[src/rtl/mod12_up_counter.sv]
// ---------------------------------------------------------------------------
// mod12_up_counter
//   Synchronous 4-bit binary up counter with a programmable modulus
//   (default 12). Counts 0..MODULUS-1, then wraps to 0. Used as a
//   divide-by-MODULUS or as a small sequence generator.
//
// Parameters
//   MODULUS : count length, legal range 2..16. The state width is fixed at 4.
//
// Ports
//   clk : rising-edge clock; every state change happens on posedge clk
//   clr : synchronous active-high clear; clr=1 forces the count to 0
//   Qa  : count bit 0 (LSB), registered
//   Qb  : count bit 1, registered
//   Qc  : count bit 2, registered
//   Qd  : count bit 3 (MSB), registered
// ---------------------------------------------------------------------------
module mod12_up_counter #(
    parameter int unsigned MODULUS = 12
) (
    input  logic clk,
    input  logic clr,
    output logic Qa,
    output logic Qb,
    output logic Qc,
    output logic Qd
);

    localparam int unsigned CNT_W = 4;
    localparam logic [CNT_W-1:0] CNT_LAST = CNT_W'(MODULUS - 1);

    logic [CNT_W-1:0] q_q;
    logic [CNT_W-1:0] q_d;

    // Next-state: clear wins, then wrap at the last count. Values above the
    // last count cannot be reached from a cleared state, but if one appears
    // it recovers to 0 in one edge rather than counting through 15.
    always_comb begin
        q_d = q_q;
        if (clr) begin
            q_d = '0;
        end else if (q_q >= CNT_LAST) begin
            q_d = '0;
        end else begin
            q_d = q_q + CNT_W'(1);
        end
    end

    // Count register; clear is sampled synchronously with the clock.
    always_ff @(posedge clk) begin
        q_q <= q_d;
    end

    // Outputs come straight from the flops, no combinational path from clr.
    assign Qa = q_q[0];
    assign Qb = q_q[1];
    assign Qc = q_q[2];
    assign Qd = q_q[3];

endmodule

[config.mk]
export PLATFORM = sky130hd
export DESIGN_NAME = mod12_up_counter
export DESIGN_NICKNAME = d
export VERILOG_FILES = /design/src/rtl/mod12_up_counter.sv
export SDC_FILE = /design/constraint.sdc
export NUM_CORES = 1
export LEC_CHECK = 0
export ABC_AREA = 1
export ABC_CLOCK_PERIOD_IN_PS = 1000
export CORE_AREA = 3 3 40 42
export CTS_BUF_LIST = sky130_fd_sc_hd__clkbuf_8 sky130_fd_sc_hd__clkbuf_16
export DETAILED_ROUTE_END_ITERATION = 8
export DIE_AREA = 0 0 43 45
export PLACE_DENSITY = 0.4
export SLEW_MARGIN = 5
export SYNTH_ARGS = -nofsm -noshare
export SYNTH_HDL_FRONTEND = slang
export SYNTH_SLANG_ARGS = --single-unit
[constraint.sdc]
create_clock -name clk -period 1 [get_ports clk]
set_clock_uncertainty 0.2 [all_clocks]
set_input_delay 0.15 -clock clk [delete_from_list [all_inputs] [get_ports clk]]
set_output_delay 0.15 -clock clk [all_outputs]
set_load 0.03 [all_outputs]
==> reports/qor.csv, run 1 <==
metric,value,unit
die height,45,um
critical path class,register to output port,
Hold Startpoint,q_q[2],
IO Port Bufs,5,
final core occ,0.273,
Mapped Area,163,um2
Crit. path cell count,2,
Critical Path Sink,Qb,
Final setup violation count,8,
worst-path cell chain,buf_6 -> buf_6,
worst slew pin tran,0.0830,ns
Mapped Nets,25,
clk sinks,4,
Max Cap Viol,0,
CTS Buf Count,3,
largest family of logic cells by synthesized area,simple AND/OR/NAND/NOR gates,
"CP delay by family, top",flip-flops,
Final Wtd Congestion,0.645,
CP Launch Point,q_q[1],
Syn Inst Count,22,
WL/cell,8.36,um
die area,1940,um2
core region area,1280,um2
leading registers by flop count,q_q x4,
via/cell ratio,3.46,
reg2reg setup slack,-0.09,ns
final slew viol count,0,
number of remaining DRC errors,0,
fin worst setup slack,-0.150,ns
YS warnings,0,
Filler cells,141,
most frequent CP cell,buf_6,
Leakage,0.169,nW
H-tree depth,1,
#FFs+latches synth,4,
Detailed Routing Iterations Pass 1,3,
drt initial violations,1,
Final ANT Viol Nets,0,
Hold WC Path Type,register to register,
Final Hold Fails,0,
CTS Buffer Depth,2,
number of global-route vias before repair,187,
Pwr Density,1780,nW/um2
GR Util All Layers,0.0617,
failing checks,setup timing,
Max VDD drop,0.000490,V
Adder-Cell Fraction of Synth Area,0.0769,
worst reg2reg path startpoint,q_q[0],
Crit. End Element,output port,
worst skew pair latency,0.22,ns
std cell rows,13,
Clock Tree Root,clkbuf_8,
Synth Area in XOR/XNOR,0,
CTS tree,yes,
Worst EP arrival,0.80,ns
IO Pins,6,
RSZ-0062 raised after global routing,yes,
Largest register FFs,4,
global-route wire length before repair,779,um
"commonest cells after routing, fill and taps aside","6 x inv_1, 6 x buf_6",
sequential share of the synthesized area,0.492,
clock-pin slew on the worst setup and hold paths,0.03,ns
Yosys cell types,8,
Total Routed Length,418,um
Avg Inst Size Synth,7.39,um2
Initial Utilization,0.127,
WP data required,0.65,ns
n_diodes,0,
Die X,43,um
maximum fanout along the worst path,2,
worst rel slew slack,0.944,
Tcrit/Tclk final,1.15,
Crit path largest cell delay,0.34,ns
GRT Residual Overflow,0,
multiplexer area fraction after synthesis,0,
Critical R2R Capture,q_q[3],
outcome,finished with violations,
NumNets Final,40,
pre-CTS setup slack,-0.108,ns
largest net degree at the start of global routing,4,
simple-gate share of the synthesized area,0.269,
dpl hpwl,291,um
Synth Area in Compound Gates,0,
CP Launch Type,register,
vias,173,
Top reg by flops,q_q,
layout cells sized above 1,0.600,
Layout area overhead,115,%
max frequency,0.870,GHz
"Buf+Inv Stages, Crit Path",2,
initial antenna violation count,0,
slowest CP cell,dfxtp_4,
hold slack,0.388,ns
Tmin final,1.15,ns
reg2reg path depth,6,
==> synth_stat cells, drive strengths merged <==
cell type	n	share of area
ha	1	0.077
nor2	3	0.069
inv	7	0.16
nand4	1	0.038
nand3	1	0.031
nand2	5	0.13
dfxtp	4	0.49
==> worst min-delay path: stages, from the launching register on <==
cell,delay [ns]
dfxtp_2,0.32
inv_1,0.06
nand2_2,0.06
nand4_1,0.07
inv_1,0.04
==> what timing repair did <==
item,CTS,global route
setup buffers,3,0
hold buffers,0,0
gates resized for setup,8,0
gates cloned,0,0
pin swaps,5,0
endpoints found under the setup margin,8,8
==> worst min path at each step <==
stage / end / depth (start not counted)
2_1_floorplan: q_q[0] / 3
3_3_place_gp: q_q[2] / 3
3_5_place_dp: q_q[0] / 2
4_1_cts: q_q[2] / 4
5_1_grt: q_q[1] / 4
6_report: q_q[2] / 4
==> kinds of logic (layout without fill, tap and decap cells) <==
| family | Yosys count | after routing |
|---|---|---|
| buffers and inverters | 7 | 20 |
| flip-flops | 4 | 4 |
| AND/OR/NAND/NOR | 10 | 10 |
| adder cells (fa/ha/maj) | 1 | 1 |
==> area by class of cell <==
type / count / area, um2 / area share
timing repair buffer: 10 / 100 / 0.286
sequential: 4 / 90.1 / 0.257
multi-input combinational: 11 / 73.8 / 0.211
clock buffer: 3 / 41.3 / 0.118
inverter: 7 / 26.3 / 0.0750
tap: 15 / 18.8 / 0.0536
==> stage by stage <==
stage               instance area (um2)  total power [mW]  TNS (ns)  cells
floorplan                           185             0.227    -0.332     22
global placement                    259             0.260    -0.382     44
detailed placement                  259             0.264    -0.413     44
CTS                                 350             0.640    -0.636     50
global route                        350             0.663    -0.946     50
finish                              350             0.623    -0.587     50
==> power by group <==
group | total [mW] | switching (mW) | internal, mW
Clock | 0.338 | 0.0818 | 0.256
Combinational | 0.101 | 0.0478 | 0.0536
Sequential | 0.183 | 0.0113 | 0.172
==> per-layer routing <==
metal	GRT usage	routed length (um)
met1	0.0652	196
met2	0.0749	166
met3	0.0279	41
met4	0.0904	13
met5	0	0
Note: power is estimated with default switching activity, not from simulation.
==> inputs of run 2 (changes only) <==
ABC_CLOCK_PERIOD_IN_PS = 1200   (was 1000)
PLACE_DENSITY = 0.39   (was 0.4)
clock period = 1.2 ns   (was 1 ns; I/O delays follow)
==> run 2 against run 1 <==
The flow now finishes without violations. Worst setup slack better by 0.20 ns. Total power down 24%. Non-clock buffer count down 5. Global-route usage down 1.2 points. Count of clock-buffer cells in the layout unchanged. Sequential power down 17%. Utilization down 6.4 points. Clock power down 20%. Register-to-register slack better by 0.17 ns. Worst hold slack worse by 0.16 ns. Die area unchanged. First-iteration DRC count rose to 3.0 times the previous value.
==> reports/qor.csv, run 2 (synthesis gave the netlist of run 1 again) <==
metric,value,unit
outcome,"finished, final reports clean",
clock network fraction of design power,0.569,
Hold WC Path Type,register to register,
Pwr Density,1780,nW/um2
"Buf+Inv Stages, Crit Path",1,
Total Routed Length,306,um
leading registers by flop count,q_q x4,
CTS Buffer Depth,2,
Pint,378,uW
Final setup violation count,0,
Final Hold Fails,0,
Crit. End Element,output port,
vias,146,
"CP delay by family, top",flip-flops,
clock-pin slew on the worst setup and hold paths,0.03,ns
n_diodes,0,
"commonest cells after routing, fill and taps aside","7 x inv_1, 4 x nand2_1, 4 x buf_4",
largest net degree at the start of global routing,5,
sw power,97.5,uW
Final ANT Viol Nets,0,
fin worst setup slack,0.0550,ns
CTS Buf Count,3,
Detailed Routing Iterations Pass 1,2,
Layout area overhead,64.6,%
worst slew pin tran,0.143,ns
Crit. path cell count,1,
number of global-route vias before repair,157,
Filler cells,140,
Hold Startpoint,q_q[0],
Switching Fraction,0.205,
Seq pwr share,0.319,
worst-path cell chain,buf_4,
die area,1940,um2
sum of negative setup slack,0,ns
pre-CTS setup slack,0.0693,ns
WHS Path Cells,1,
Worst EP arrival,0.77,ns
worst skew pair latency,0.21,ns
slowest CP cell,dfxtp_1,
WP data required,0.82,ns
reg2reg setup slack,0.08,ns
reg2reg path depth,6,
dpl hpwl,243,um
Post-CTS Setup Inserts,0,
Combinational Power Share,0.112,
Clock Tree Root,clkbuf_8,
Tcrit/Tclk final,0.954,
Post-DP Area,224,um2
CTS tree,yes,
final slew viol count,0,
IO Pins,6,
GR Util All Layers,0.0500,
critical path class,register to output port,
NumNets Final,35,
RSZ-0062 raised after global routing,no,
Largest register FFs,4,
worst rel slew slack,0.904,
CP Launch Type,register,
drt initial violations,3,
WL/cell,6.80,um
number of remaining DRC errors,0,
Die X,43,um
Tmin final,1.15,ns
Crit path largest cell delay,0.37,ns
Top reg by flops,q_q,
die height,45,um
std cell rows,13,
H-tree depth,1,
Max Cap Viol,0,
initial antenna violation count,0,
Critical R2R Capture,q_q[0],
IO Port Bufs,5,
core region area,1280,um2
post-route cell area,268,um2
global-route wire length before repair,634,um
sink of the worst hold path,q_q[0],
clk sinks,4,
Initial Utilization,0.127,
"most common cell after layout, fill and taps aside",inv_1,
maximum fanout along the worst path,4,
layout cells sized above 1,0.367,
Max VDD drop,0.000818,V
GRT Residual Overflow,0,
max frequency,0.873,GHz
via/cell ratio,3.24,
Final Wtd Congestion,0.620,
Leakage,0.136,nW
worst reg2reg path startpoint,q_q[0],
[run 2: per-layer routing]
| metal | routed length (um) | vias to the layer above | track usage |
|---|---|---|---|
| met5 | 0 | - | 0 |
| met4 | 0 | 0 | 0.0181 |
| met3 | 57 | 0 | 0.0677 |
| met2 | 89 | 8 | 0.0629 |
| met1 | 160 | 57 | 0.0458 |
| li1 | - | 81 | - |
[run 2: area by class of cell]
| type | instances | area (um2) | area share |
|---|---|---|---|
| repair buffers | 5 | 40.0 | 0.150 |
| well taps | 15 | 18.8 | 0.0701 |
| clock buffers | 3 | 41.3 | 0.154 |
| multi-input cells | 11 | 58.8 | 0.220 |
| flip-flops and latches | 4 | 82.6 | 0.308 |
| inverters | 7 | 26.3 | 0.0981 |
[run 2: repair_timing]
| action | in CTS | in global routing |
|---|---|---|
| resized for setup | 0 | 1 |
| setup endpoints to repair | 0 | 1 |
| hold buffers | 0 | 0 |
[run 2: worst max-delay path by stage]
| stage | end | slack [ns] | startpoint |
|---|---|---|---|
| after floorplan | q_q[0] | 0.007 | q_q[0] |
| after global placement | q_q[0] | 0.08 | clr |
| after detailed placement | q_q[1] | 0.07 | clr |
| after CTS | Qc | 0.04 | q_q[2] |
| after global routing | q_q[3] | 0.002 | q_q[0] |
| final | Qc | 0.05 | q_q[2] |
[run 2: power groups by stage]
| stage | combinational [mW] | clock, mW | sequential [mW] |
|---|---|---|---|
| after floorplan | 0.0159 | 0 | 0.169 |
| after global placement | 0.0505 | 0 | 0.153 |
| after detailed placement | 0.0514 | 0 | 0.153 |
| after CTS | 0.0519 | 0.281 | 0.152 |
| after global routing | 0.0592 | 0.300 | 0.153 |
| final | 0.0535 | 0.271 | 0.151 |
[run 2: through the flow]
stage                     hold WS [ns]  utilization  std cells  total power, mW
after floorplan                  0.159            -         22            0.185
after global placement           0.216        0.174         42            0.203
after detailed placement         0.224        0.174         42            0.205
after CTS                        0.230        0.206         45            0.484
after global routing             0.252        0.208         45            0.512
final                            0.225        0.208         45            0.475
